--- config.mk ---
export PLATFORM = sky130hd
export DESIGN_NAME = if_fetch_unit_flat
export DESIGN_NICKNAME = d
export VERILOG_FILES = /design/src/rtl/if_fetch_unit_if.sv /design/src/rtl/if_fetch_unit.sv /design/src/flat_wrapper.sv
export SDC_FILE = /design/constraint.sdc
export NUM_CORES = 1
export LEC_CHECK = 0
export ABC_CLOCK_PERIOD_IN_PS = 7330
export BUFFER_PORTS_ARGS = -buffer_cell sky130_fd_sc_hd__buf_2
export CAP_MARGIN = 0
export CORE_ASPECT_RATIO = 1.25
export CORE_UTILIZATION = 56
export CTS_BUF_LIST = sky130_fd_sc_hd__clkbuf_16
export DETAILED_ROUTE_END_ITERATION = 12
export GPL_TIMING_DRIVEN = 0
export PLACE_DENSITY_LB_ADDON = 0.12
export SYNTH_ARGS = -nofsm -noshare
export SYNTH_HDL_FRONTEND = slang
export SYNTH_SLANG_ARGS = --single-unit
--- constraint.sdc ---
create_clock -name clk -period 7.33 [get_ports clk]
set_input_delay 1.466 -clock clk [delete_from_list [all_inputs] [get_ports clk]]
set_output_delay 1.466 -clock clk [all_outputs]
set_load 0.03 [all_outputs]
--- src/rtl/if_fetch_unit_if.sv ---
// Instruction-memory request/response channel; master issues fetches, slave is the memory.
// Requests are valid/ready; responses return in request order with no backpressure.
interface if_fetch_unit_if #(
    parameter int DATA_WIDTH = 32
);
    logic                  imem_req_valid;
    logic                  imem_req_ready;
    logic [DATA_WIDTH-1:0] imem_req_addr;
    logic                  imem_rsp_valid;
    logic [DATA_WIDTH-1:0] imem_rsp_data;

    modport master (
        output imem_req_valid,
        output imem_req_addr,
        input  imem_req_ready,
        input  imem_rsp_valid,
        input  imem_rsp_data
    );

    modport slave (
        input  imem_req_valid,
        input  imem_req_addr,
        output imem_req_ready,
        output imem_rsp_valid,
        output imem_rsp_data
    );
endinterface

--- src/rtl/if_fetch_unit.sv ---
// RV32I fetch stage: credit-limited in-order imem fetch, {pc,instr} queue to IF/ID, flush redirect.
// Request-to-valid_if latency 2 cycles with a 1-cycle memory; pc_en=0 holds the head, credit throttles requests.
module if_fetch_fifo #(
    parameter int WIDTH = 32,
    parameter int DEPTH = 2,
    localparam int AW   = $clog2(DEPTH)
) (
    input  logic             clk,
    input  logic             rst,
    input  logic             clr_i,
    input  logic             push_i,
    input  logic [WIDTH-1:0] push_dat_i,
    input  logic             pop_i,
    output logic [WIDTH-1:0] head_dat_o,
    output logic [AW:0]      count_o
);
    localparam logic [AW:0] FULL = (AW + 1)'(DEPTH);

    logic [WIDTH-1:0] mem_q [DEPTH];
    logic [AW-1:0]    wr_ptr_q;
    logic [AW-1:0]    rd_ptr_q;
    logic [AW:0]      count_q;
    logic             do_push;
    logic             do_pop;

    assign do_push = push_i && !clr_i && (count_q != FULL);
    assign do_pop  = pop_i && !clr_i && (count_q != '0);

    always_ff @(posedge clk or posedge rst) begin
        if (rst) begin
            wr_ptr_q <= '0;
            rd_ptr_q <= '0;
            count_q  <= '0;
        end else if (clr_i) begin
            wr_ptr_q <= '0;
            rd_ptr_q <= '0;
            count_q  <= '0;
        end else begin
            if (do_push) wr_ptr_q <= wr_ptr_q + 1'b1;
            if (do_pop)  rd_ptr_q <= rd_ptr_q + 1'b1;
            count_q <= count_q + {{AW{1'b0}}, do_push} - {{AW{1'b0}}, do_pop};
        end
    end

    always_ff @(posedge clk) begin
        if (do_push) mem_q[wr_ptr_q] <= push_dat_i;
    end

    assign head_dat_o = mem_q[rd_ptr_q];
    assign count_o    = count_q;
endmodule

module if_fetch_unit #(
    parameter int                DATA_WIDTH = 32,
    parameter logic [DATA_WIDTH-1:0] RESET_PC   = 32'h0000_0000,
    parameter int                FIFO_DEPTH = 2,
    parameter logic [DATA_WIDTH-1:0] NOP_INSTR  = 32'h0000_0013
) (
    input  logic                  clk,
    input  logic                  reset,
    input  logic                  pc_en,
    input  logic                  flush,
    input  logic [DATA_WIDTH-1:0] redirect_pc,
    if_fetch_unit_if.master       imem,
    output logic [DATA_WIDTH-1:0] instruction_if,
    output logic [DATA_WIDTH-1:0] pc_if,
    output logic                  valid_if
);
    localparam int CW = $clog2(FIFO_DEPTH) + 1;
    localparam logic [CW+1:0]       CREDIT_MAX = (CW + 2)'(FIFO_DEPTH);
    localparam logic [DATA_WIDTH-1:0] ALIGN_MASK = ~(DATA_WIDTH'(3));
    localparam logic [DATA_WIDTH-1:0] PC_STEP    = DATA_WIDTH'(4);

    logic [DATA_WIDTH-1:0]   fetch_pc_q, fetch_pc_d;
    logic [CW-1:0]           drop_cnt_q, drop_cnt_d;
    logic [CW-1:0]           inflight_cnt;
    logic [CW-1:0]           queue_cnt;
    logic [DATA_WIDTH-1:0]   inflight_pc;
    logic [2*DATA_WIDTH-1:0] queue_head;
    logic [CW+1:0]           used;
    logic                    credit;
    logic                    req_fire;
    logic                    rsp_drop;
    logic                    rsp_keep;
    logic                    queue_pop;

    // Registered counts only: a pop this cycle frees its slot next cycle.
    assign used   = {2'b00, queue_cnt} + {2'b00, inflight_cnt} + {2'b00, drop_cnt_q};
    assign credit = used < CREDIT_MAX;

    assign imem.imem_req_valid = !reset && !flush && credit;
    assign imem.imem_req_addr  = fetch_pc_q;
    assign req_fire            = imem.imem_req_valid && imem.imem_req_ready;

    assign rsp_drop  = imem.imem_rsp_valid && (drop_cnt_q != '0);
    assign rsp_keep  = imem.imem_rsp_valid && (drop_cnt_q == '0) && (inflight_cnt != '0) && !flush;
    assign queue_pop = pc_en && (queue_cnt != '0);

    always_comb begin
        fetch_pc_d = fetch_pc_q;
        drop_cnt_d = drop_cnt_q;
        if (flush) begin
            // Words still owed by memory, minus the one landing this cycle, are stale.
            fetch_pc_d = redirect_pc & ALIGN_MASK;
            drop_cnt_d = drop_cnt_q + inflight_cnt - {{(CW-1){1'b0}}, imem.imem_rsp_valid};
        end else begin
            if (req_fire) fetch_pc_d = fetch_pc_q + PC_STEP;
            if (rsp_drop) drop_cnt_d = drop_cnt_q - 1'b1;
        end
    end

    always_ff @(posedge clk or posedge reset) begin
        if (reset) begin
            fetch_pc_q <= RESET_PC;
            drop_cnt_q <= '0;
        end else begin
            fetch_pc_q <= fetch_pc_d;
            drop_cnt_q <= drop_cnt_d;
        end
    end

    if_fetch_fifo #(
        .WIDTH (DATA_WIDTH),
        .DEPTH (FIFO_DEPTH)
    ) u_inflight (
        .clk        (clk),
        .rst        (reset),
        .clr_i      (flush),
        .push_i     (req_fire),
        .push_dat_i (fetch_pc_q),
        .pop_i      (rsp_keep),
        .head_dat_o (inflight_pc),
        .count_o    (inflight_cnt)
    );

    if_fetch_fifo #(
        .WIDTH (2 * DATA_WIDTH),
        .DEPTH (FIFO_DEPTH)
    ) u_queue (
        .clk        (clk),
        .rst        (reset),
        .clr_i      (flush),
        .push_i     (rsp_keep),
        .push_dat_i ({inflight_pc, imem.imem_rsp_data}),
        .pop_i      (queue_pop),
        .head_dat_o (queue_head),
        .count_o    (queue_cnt)
    );

    assign valid_if       = (queue_cnt != '0);
    assign pc_if          = valid_if ? queue_head[2*DATA_WIDTH-1:DATA_WIDTH] : '0;
    assign instruction_if = valid_if ? queue_head[DATA_WIDTH-1:0] : NOP_INSTR;
endmodule

--- src/flat_wrapper.sv ---
// flat-port wrapper written by rule: the top's interface ports become plain ports
module if_fetch_unit_flat 
#(
    parameter int                DATA_WIDTH = 32,
    parameter logic [DATA_WIDTH-1:0] RESET_PC   = 32'h0000_0000,
    parameter int                FIFO_DEPTH = 2,
    parameter logic [DATA_WIDTH-1:0] NOP_INSTR  = 32'h0000_0013
)
  (clk, reset, pc_en, flush, redirect_pc, instruction_if, pc_if, valid_if, imem_imem_req_valid, imem_imem_req_addr, imem_imem_req_ready, imem_imem_rsp_valid, imem_imem_rsp_data);
  if_fetch_unit_if #(.DATA_WIDTH(DATA_WIDTH)) imem_i ();
  input  logic clk;
  input  logic reset;
  input  logic pc_en;
  input  logic flush;
  input  logic [DATA_WIDTH-1:0] redirect_pc;
  output logic [DATA_WIDTH-1:0] instruction_if;
  output logic [DATA_WIDTH-1:0] pc_if;
  output logic valid_if;
  output wire logic [$bits(imem_i.imem_req_valid)-1:0] imem_imem_req_valid;
  output wire logic [$bits(imem_i.imem_req_addr)-1:0] imem_imem_req_addr;
  input wire logic [$bits(imem_i.imem_req_ready)-1:0] imem_imem_req_ready;
  input wire logic [$bits(imem_i.imem_rsp_valid)-1:0] imem_imem_rsp_valid;
  input wire logic [$bits(imem_i.imem_rsp_data)-1:0] imem_imem_rsp_data;
  assign imem_imem_req_valid = imem_i.imem_req_valid;
  assign imem_imem_req_addr = imem_i.imem_req_addr;
  assign imem_i.imem_req_ready = imem_imem_req_ready;
  assign imem_i.imem_rsp_valid = imem_imem_rsp_valid;
  assign imem_i.imem_rsp_data = imem_imem_rsp_data;
  if_fetch_unit #(.DATA_WIDTH(DATA_WIDTH), .RESET_PC(RESET_PC), .FIFO_DEPTH(FIFO_DEPTH), .NOP_INSTR(NOP_INSTR)) u_core (.clk(clk), .reset(reset), .pc_en(pc_en), .flush(flush), .redirect_pc(redirect_pc), .imem(imem_i), .instruction_if(instruction_if), .pc_if(pc_if), .valid_if(valid_if));
endmodule
==> results of run 1 <==
-- logic make-up (layout without fill, tap and decap cells) --
kind of cell             after synthesis  after routing  share of synthesized area (%)
flip-flops                           224            224                           69.6
AND/OR/NAND/NOR                      190            190                           9.28
multiplexers                          97             97                           10.8
AO/OA/AOI/OAI                         53             53                           4.33
buffers and inverters                 53            255                           2.38
XOR/XNOR                              19             19                           1.78
adder cells (fa/ha/maj)               12             12                           1.76
other                                  1              4                         0.0400
-- area by class of cell --
class | instances | area (um^2) | share of cell area, %
clock buffers | 23 | 576 | 5.11
well taps | 216 | 270 | 2.40
clock inverters | 15 | 121 | 1.08
multi-input cells | 375 | 2660 | 23.6
repair buffers | 164 | 896 | 7.95
flip-flops and latches | 224 | 6530 | 57.9
inverters | 21 | 78.8 | 0.699
plain buffers | 32 | 144 | 1.28
-- cells in the mapped netlist, types with 3 or more instances --
cell type	count	share of area, %
xor2_1	7	0.65
mux2_2	33	4.0
clkbuf_1	18	0.72
a221o_1	7	0.75
nand3_1	19	1.0
dfrtp_1	40	11
nor2b_1	4	0.27
and3_1	6	0.40
a311o_1	4	0.43
a21oi_1	4	0.21
nand2_1	42	1.7
o211ai_1	5	0.40
o311ai_0	4	0.37
or3_1	3	0.20
nand4_1	7	0.47
inv_1	21	0.84
or4_1	3	0.24
edfxtp_1	184	59
a21o_1	7	0.56
buf_4	4	0.32
mux2i_1	64	6.8
buf_1	8	0.32
and4_1	6	0.56
nor3_1	11	0.59
o21ai_0	14	0.75
nand2b_1	3	0.20
ha_1	10	1.3
xnor2_1	12	1.1
nor2_1	80	3.2
-- worst min path at each step --
stage                                                    startpoint  depth (start not counted)                                        to  slack, ns
after floorplan                 u_core.u_queue.wr_ptr_q$_DFFE_PP0P_                          1       u_core.u_queue.wr_ptr_q$_DFFE_PP0P_       0.48
after global placement          u_core.u_queue.wr_ptr_q$_DFFE_PP0P_                          1       u_core.u_queue.wr_ptr_q$_DFFE_PP0P_       0.50
after detailed placement  u_core.imem.imem_req_addr[29]$_DFFE_PP0N_                          0  u_core.u_inflight.mem_q[0][29]$_DFFE_PP_       0.52
after CTS                 u_core.imem.imem_req_addr[29]$_DFFE_PP0N_                          0  u_core.u_inflight.mem_q[1][29]$_DFFE_PP_       0.54
after global routing      u_core.imem.imem_req_addr[29]$_DFFE_PP0N_                          0  u_core.u_inflight.mem_q[0][29]$_DFFE_PP_       0.57
final                     u_core.imem.imem_req_addr[29]$_DFFE_PP0N_                          0  u_core.u_inflight.mem_q[0][29]$_DFFE_PP_       0.55
-- layer usage --
layer | global-route usage (%) | part of all wire, % | up-vias
li1 | - | - | 2773
met1 | 29.0 | 42 | 2833
met2 | 39.2 | 51 | 189
met3 | 3.20 | 4.8 | 38
met4 | 7.18 | 2.1 | 0
met5 | 0 | 0 | -
-- stage by stage --
step                power, mW  instances  cell area (um^2)
floorplan                1.69        652              9380
global placement         1.77       1028             10500
detailed placement       1.79       1032             10600
CTS                      2.87       1070             11300
global route             2.94       1070             11300
finish                   2.85       1070             11300
-- sequential cells by signal (all words and copies together) (netlist names) --
signal,flops
u_core.u_inflight.wr_ptr_q,1
u_core.u_inflight.mem_q,60
u_core.imem.imem_req_addr,30
u_core.drop_cnt_q,2
u_core.u_queue.count_o,2
u_core.u_queue.wr_ptr_q,1
u_core.u_inflight.count_o,2
u_core.u_inflight.rd_ptr_q,1
u_core.u_queue.rd_ptr_q,1
u_core.u_queue.mem_q,124
-- power by group through the flow --
stage	clock [mW]	sequential (mW)	combinational, mW
global placement	0	1.50	0.270
finish	1.08	1.48	0.284
detailed placement	0	1.51	0.283
CTS	1.10	1.48	0.286
floorplan	0	1.53	0.159
global route	1.14	1.49	0.312
-- worst max-delay path, delay by kind of cell, from the launching register on --
kind / cells / cell delay (ns)
adder cells (fa/ha/maj): 3 / 1.20
AO/OA/AOI/OAI: 1 / 0.29
buffers and inverters: 3 / 0.67
flip-flops: 1 / 0.44
AND/OR/NAND/NOR: 1 / 0.11
==> flow_summary.json, run 1 <==
{
  "status": "complete, no violations",
  "setup.worst_path.end": "imem_imem_req_valid",
  "syn_to_final_growth_pct": 20.3,
  "io_pins": 168,
  "hold_slack_ns": 0.550,
  "clkPwrFrac_pct": 37.9,
  "ys_warn_count": 0,
  "hold_buffers": 0,
  "cp-start-kind": "flop",
  "path_common_cell": "fa_1",
  "drv_slew": 0,
  "cp_slowest_cell": "fa_1",
  "syn_area_um2": 9370,
  "syn_inst": 649,
  "cts_resized": 0,
  "synthArstFlopShare_pct": 17.9,
  "gp_congestion": 0.941,
  "grt_max_degree": 41,
  "drt-initial-drc-count": 342,
  "crit_chain": "ha_1 > fa_1 > inv_1 > fa_1 > a21oi_1 > clkbuf_1 > nor2_1 > buf_2",
  "yosysSeqAreaShare_pct": 69.6,
  "drcViolationCount": 0,
  "grt-ovfl-total": 0,
  "core_um2": 16300,
  "powerDensity_nw_per_um2": 252,
  "cp.required_ns": 5.86,
  "fmax_mhz": 214,
  "rows": 52,
  "final_common_cell": "edfxtp_1",
  "crit_fanout": 10,
  "track_usage_pct": 22.5,
  "ff2ff_setup_slack_ns": 3.49,
  "synth_ff_type": "edfxtp_1",
  "p_sw_uw": 672,
  "r2r-end": "u_core.u_inflight.mem_q[0][24]$_DFFE_PP_",
  "cts_max_level": 1,
  "hold_violations": 0,
  "critPathKind": "flop to primary output",
  "rr_worst_depth": 10,
  "post_cts.repair.setup_buffers": 0,
  "final.setup_skew_ns": 0.0138,
  "tritoncts": "built",
  "crit_start": "u_core.u_inflight.count_o[0]$_DFF_PP0_",
  "grt_pass1_vias": 6039,
  "finalSetupTns_ns": 0,
  "leakagePower_nw": 4.30,
  "diodes": 0,
  "p_comb_share_pct": 10.0,
  "hp-class": "flop to flop",
  "r2r_start": "u_core.u_inflight.count_o[0]$_DFF_PP0_",
  "period_needed_ns": 4.66,
  "clk_latency_ns": 0.50,
  "cp-end-kind": "primary output",
  "port_buffers": 160,
  "ys_types": 46,
  "dieWidth_um": 118,
  "maxCapViolations": 0,
  "post-route-util_pct": 69.3,
  "grt_pass1_wl_mm": 30.8,
  "cts.path.max_buffers": 3,
  "numCtsBuffers": 22,
  "path_clk_slew_ns": 0.06,
  "ir_drop_mv": 0.191,
  "swShare_pct": 23.6,
  "worst_slack_ns": 2.67,
  "power.share.sequential_pct": 52.1,
  "drive_above_1_share_pct": 28.3,
  "fillers": 1140,
  "clock_sinks": 224,
  "initial_utilization_pct": 57.6,
  "dpl_worst_slack_ns": 3.16,
  "yosys_register_bits": 224,
  "routed_wl_mm": 19.0,
  "synth_edf_count": 184,
  "max_slew_margin_pct": 35.5,
  "nets": 922,
  "die_h_um": 147,
  "cts_root_buf": "clkbuf_16",
  "cp.arrival_ns": 3.20,
  "wire_per_inst_um": 17.8,
  "firstDrtPassIters": 5,
  "synth_area_per_cell_um2": 14.4,
  "finalCritPeriodShare_pct": 63.6,
  "layout_common_cells": "edfxtp_1 (184), buf_2 (161), nor2_1 (77)",
  "die-area_um2": 17300,
  "post-dp-hpwl_mm": 13.2,
  "antenna_found_initial": 0,
  "p_int_mw": 2.17,
  "vias_per_cell": 5.45,
  "tightestPinTransition_ns": 0.957,
  "antenna_left": 0,
  "vias": 5833,
  "rsz0062_at_grt": "false",
  "critPathMaxStageDelay_ns": 0.51,
  "finalSetupViolCount": 0
}
No activity file was read; power rests on OpenSTA's default activity.
==> run 2, diff against run 1 <==
--- a/config.mk
+++ b/config.mk
@@ -5,11 +5,11 @@
 export SDC_FILE = /design/constraint.sdc
 export NUM_CORES = 1
 export LEC_CHECK = 0
-export ABC_CLOCK_PERIOD_IN_PS = 7330
+export ABC_CLOCK_PERIOD_IN_PS = 4000
 export BUFFER_PORTS_ARGS = -buffer_cell sky130_fd_sc_hd__buf_2
 export CAP_MARGIN = 0
 export CORE_ASPECT_RATIO = 1.25
-export CORE_UTILIZATION = 56
+export CORE_UTILIZATION = 50
 export CTS_BUF_LIST = sky130_fd_sc_hd__clkbuf_16
 export DETAILED_ROUTE_END_ITERATION = 12
 export GPL_TIMING_DRIVEN = 0
==> constraint.sdc (replaced) <==
create_clock -name clk -period 4 [get_ports clk]
set_input_delay 0.8 -clock clk [delete_from_list [all_inputs] [get_ports clk]]
set_output_delay 0.8 -clock clk [all_outputs]
set_load 0.03 [all_outputs]
==> run 2 against run 1 <==
  * Die area up 12%
  * Clock power is 84% higher
  * Combinational power up 85%
  * Register-to-register slack got worse by 3.2 ns
  * Total power grew 84%
  * Sequential power grew 84%
  * Sequential cell count unchanged
  * Routed wire length grew 2.7%
==> flow_summary.json, run 2 (same netlist as run 1, synthesis figures left out) <==
{
  "hold_buffers": 0,
  "io_pins": 168,
  "port_buffers": 160,
  "post-route-util_pct": 61.9,
  "maxCapViolations": 0,
  "cp.required_ns": 3.20,
  "largest_reg_flops": 124,
  "syn_to_final_growth_pct": 20.5,
  "status": "complete, no violations",
  "critPathMaxStageDelay_ns": 0.51,
  "drv_slew": 0,
  "worst_slack_ns": 0.255,
  "grt_pass1_wl_mm": 30.7,
  "numCtsBuffers": 22,
  "period_needed_ns": 3.75,
  "tritoncts": "built",
  "drcViolationCount": 0,
  "antenna_found_initial": 0,
  "clock_sinks": 224,
  "diodes": 0,
  "powerDensity_nw_per_um2": 463,
  "gp_congestion": 0.921,
  "finalCritPeriodShare_pct": 93.6,
  "met1_length_mm": 8.15,
  "hold_violations": 0,
  "largest_register": "u_core.u_queue.mem_q",
  "final_common_cell": "edfxtp_1",
  "grt_pass1_vias": 6029,
  "die-area_um2": 19300,
  "layout_common_cells": "edfxtp_1 (184), buf_2 (161), nor2_1 (77)",
  "cts_max_level": 1,
  "initial_utilization_pct": 51.4,
  "route.met2.wl_mm": 10.0,
  "antenna_left": 0,
  "seqCellArea_um2": 6530,
  "crit_fanout": 10,
  "fin_total_pwr_mw": 5.23,
  "dieWidth_um": 124,
  "drt-initial-drc-count": 304,
  "fillers": 1442,
  "rsz0062_at_grt": "false",
  "postPlaceCellArea_um2": 10600,
  "hold_slack_ns": 0.495,
  "cp_top_family": "adder cells",
  "clk_latency_ns": 0.50,
  "cp-start-kind": "flop",
  "highest_layer": "met4",
  "final.setup_skew_ns": 0.0125,
  "vias": 5883,
  "cp.arrival_ns": 2.95,
  "finalSetupTns_ns": 0,
  "max_slew_margin_pct": 37.0,
  "grt_max_degree": 41,
  "path_clk_slew_ns": 0.06,
  "leakagePower_nw": 4.30,
  "cts.path.max_buffers": 3,
  "crit_chain": "ha_1 > fa_1 > inv_1 > fa_1 > a21oi_2 > clkbuf_2 > nor2_1 > buf_2",
  "finalSetupViolCount": 0,
  "critPathBufInv": 3,
  "ir_drop_mv": 0.290,
  "rows": 55,
  "final_cells": 1085,
  "die_h_um": 155,
  "cts_root_buf": "clkbuf_16",
  "core_um2": 18200,
  "vias_per_cell": 5.42,
  "dp.cells": 1044,
  "grt-ovfl-total": 0,
  "track_usage_pct": 19.9,
  "multi_input_area_um2": 2670,
  "hp-class": "input pin to flop",
  "path_common_cell": "fa_1",
  "critPathKind": "flop to primary output",
  "dr_wl_met3_um": 990,
  "firstDrtPassIters": 5,
  "nets": 923,
  "fin_area_um2": 11300,
  "fmax_mhz": 267,
  "cp-end-kind": "primary output",
  "cp_slowest_cell": "fa_1",
  "post-dp-hpwl_mm": 13.5,
  "wire_per_inst_um": 18.0,
  "routed_wl_mm": 19.5,
  "drive_above_1_share_pct": 28.6,
  "tightestPinTransition_ns": 0.935,
  "dpl_worst_slack_ns": -0.154
}
run 2: cell types whose count changed in the layout (fill, tap and decap cells not counted), sizes merged:
cell    before  now
nor2        80   81
inv         25   24
clkinv       9   12
run 2: layer usage:
layer | track usage [%] | vias to the layer above
met5 | 0 | -
met4 | 6.20 | 0
met3 | 2.99 | 27
met2 | 36.3 | 190
met1 | 24.4 | 2876
li1 | - | 2790
run 2: timing repair:
item | in CTS | in global routing
endpoints found under the setup margin | 30 | 31
gates resized for setup | 1 | 4
cloned | 0 | 1
pin swaps | 0 | 1
buffers inserted | 0 | 0
run 2: cell type report:
type / instances / share of cell area [%]
Multi-Input combinational cell: 376 / 23.7
Tap cell: 228 / 2.53
Clock buffer: 23 / 5.10
Buffer: 32 / 1.29
Clock inverter: 17 / 1.12
Sequential cell: 224 / 57.8
Inverter: 21 / 0.698
Timing Repair Buffer: 164 / 7.80
run 2: power by group:
group | switching [mW] | leakage [nW] | total (mW) | internal [mW]
combinational | 0.332 | 1.79 | 0.526 | 0.194
sequential | 0.0943 | 2.16 | 2.72 | 2.62
clock | 0.821 | 0.358 | 1.99 | 1.17
total | 1.25 | 4.30 | 5.23 | 3.98
run 2: worst paths after layout:
kind | slack [ns] | start | depth (start not counted) | to
setup / recovery | 0.25 | u_core.u_inflight.count_o[0]$_DFF_PP0_ | 8 | imem_imem_req_valid
hold / removal | 0.49 | imem_imem_rsp_data[1] | 1 | u_core.u_queue.mem_q[1][1]$_DFFE_PP_
setup reg to reg | 0.28 | u_core.u_inflight.count_o[0]$_DFF_PP0_ | 9 | u_core.u_inflight.mem_q[1][26]$_DFFE_PP_
hold reg to reg | 0.55 | u_core.imem.imem_req_addr[29]$_DFFE_PP0N_ | 0 | u_core.u_inflight.mem_q[0][29]$_DFFE_PP_
max in group asynchronous | 2.91 | reset | 2 | u_core.imem.imem_req_addr[11]$_DFFE_PP0N_
min in group asynchronous | 0.53 | reset | 2 | u_core.drop_cnt_q[0]$_DFFE_PP0P_
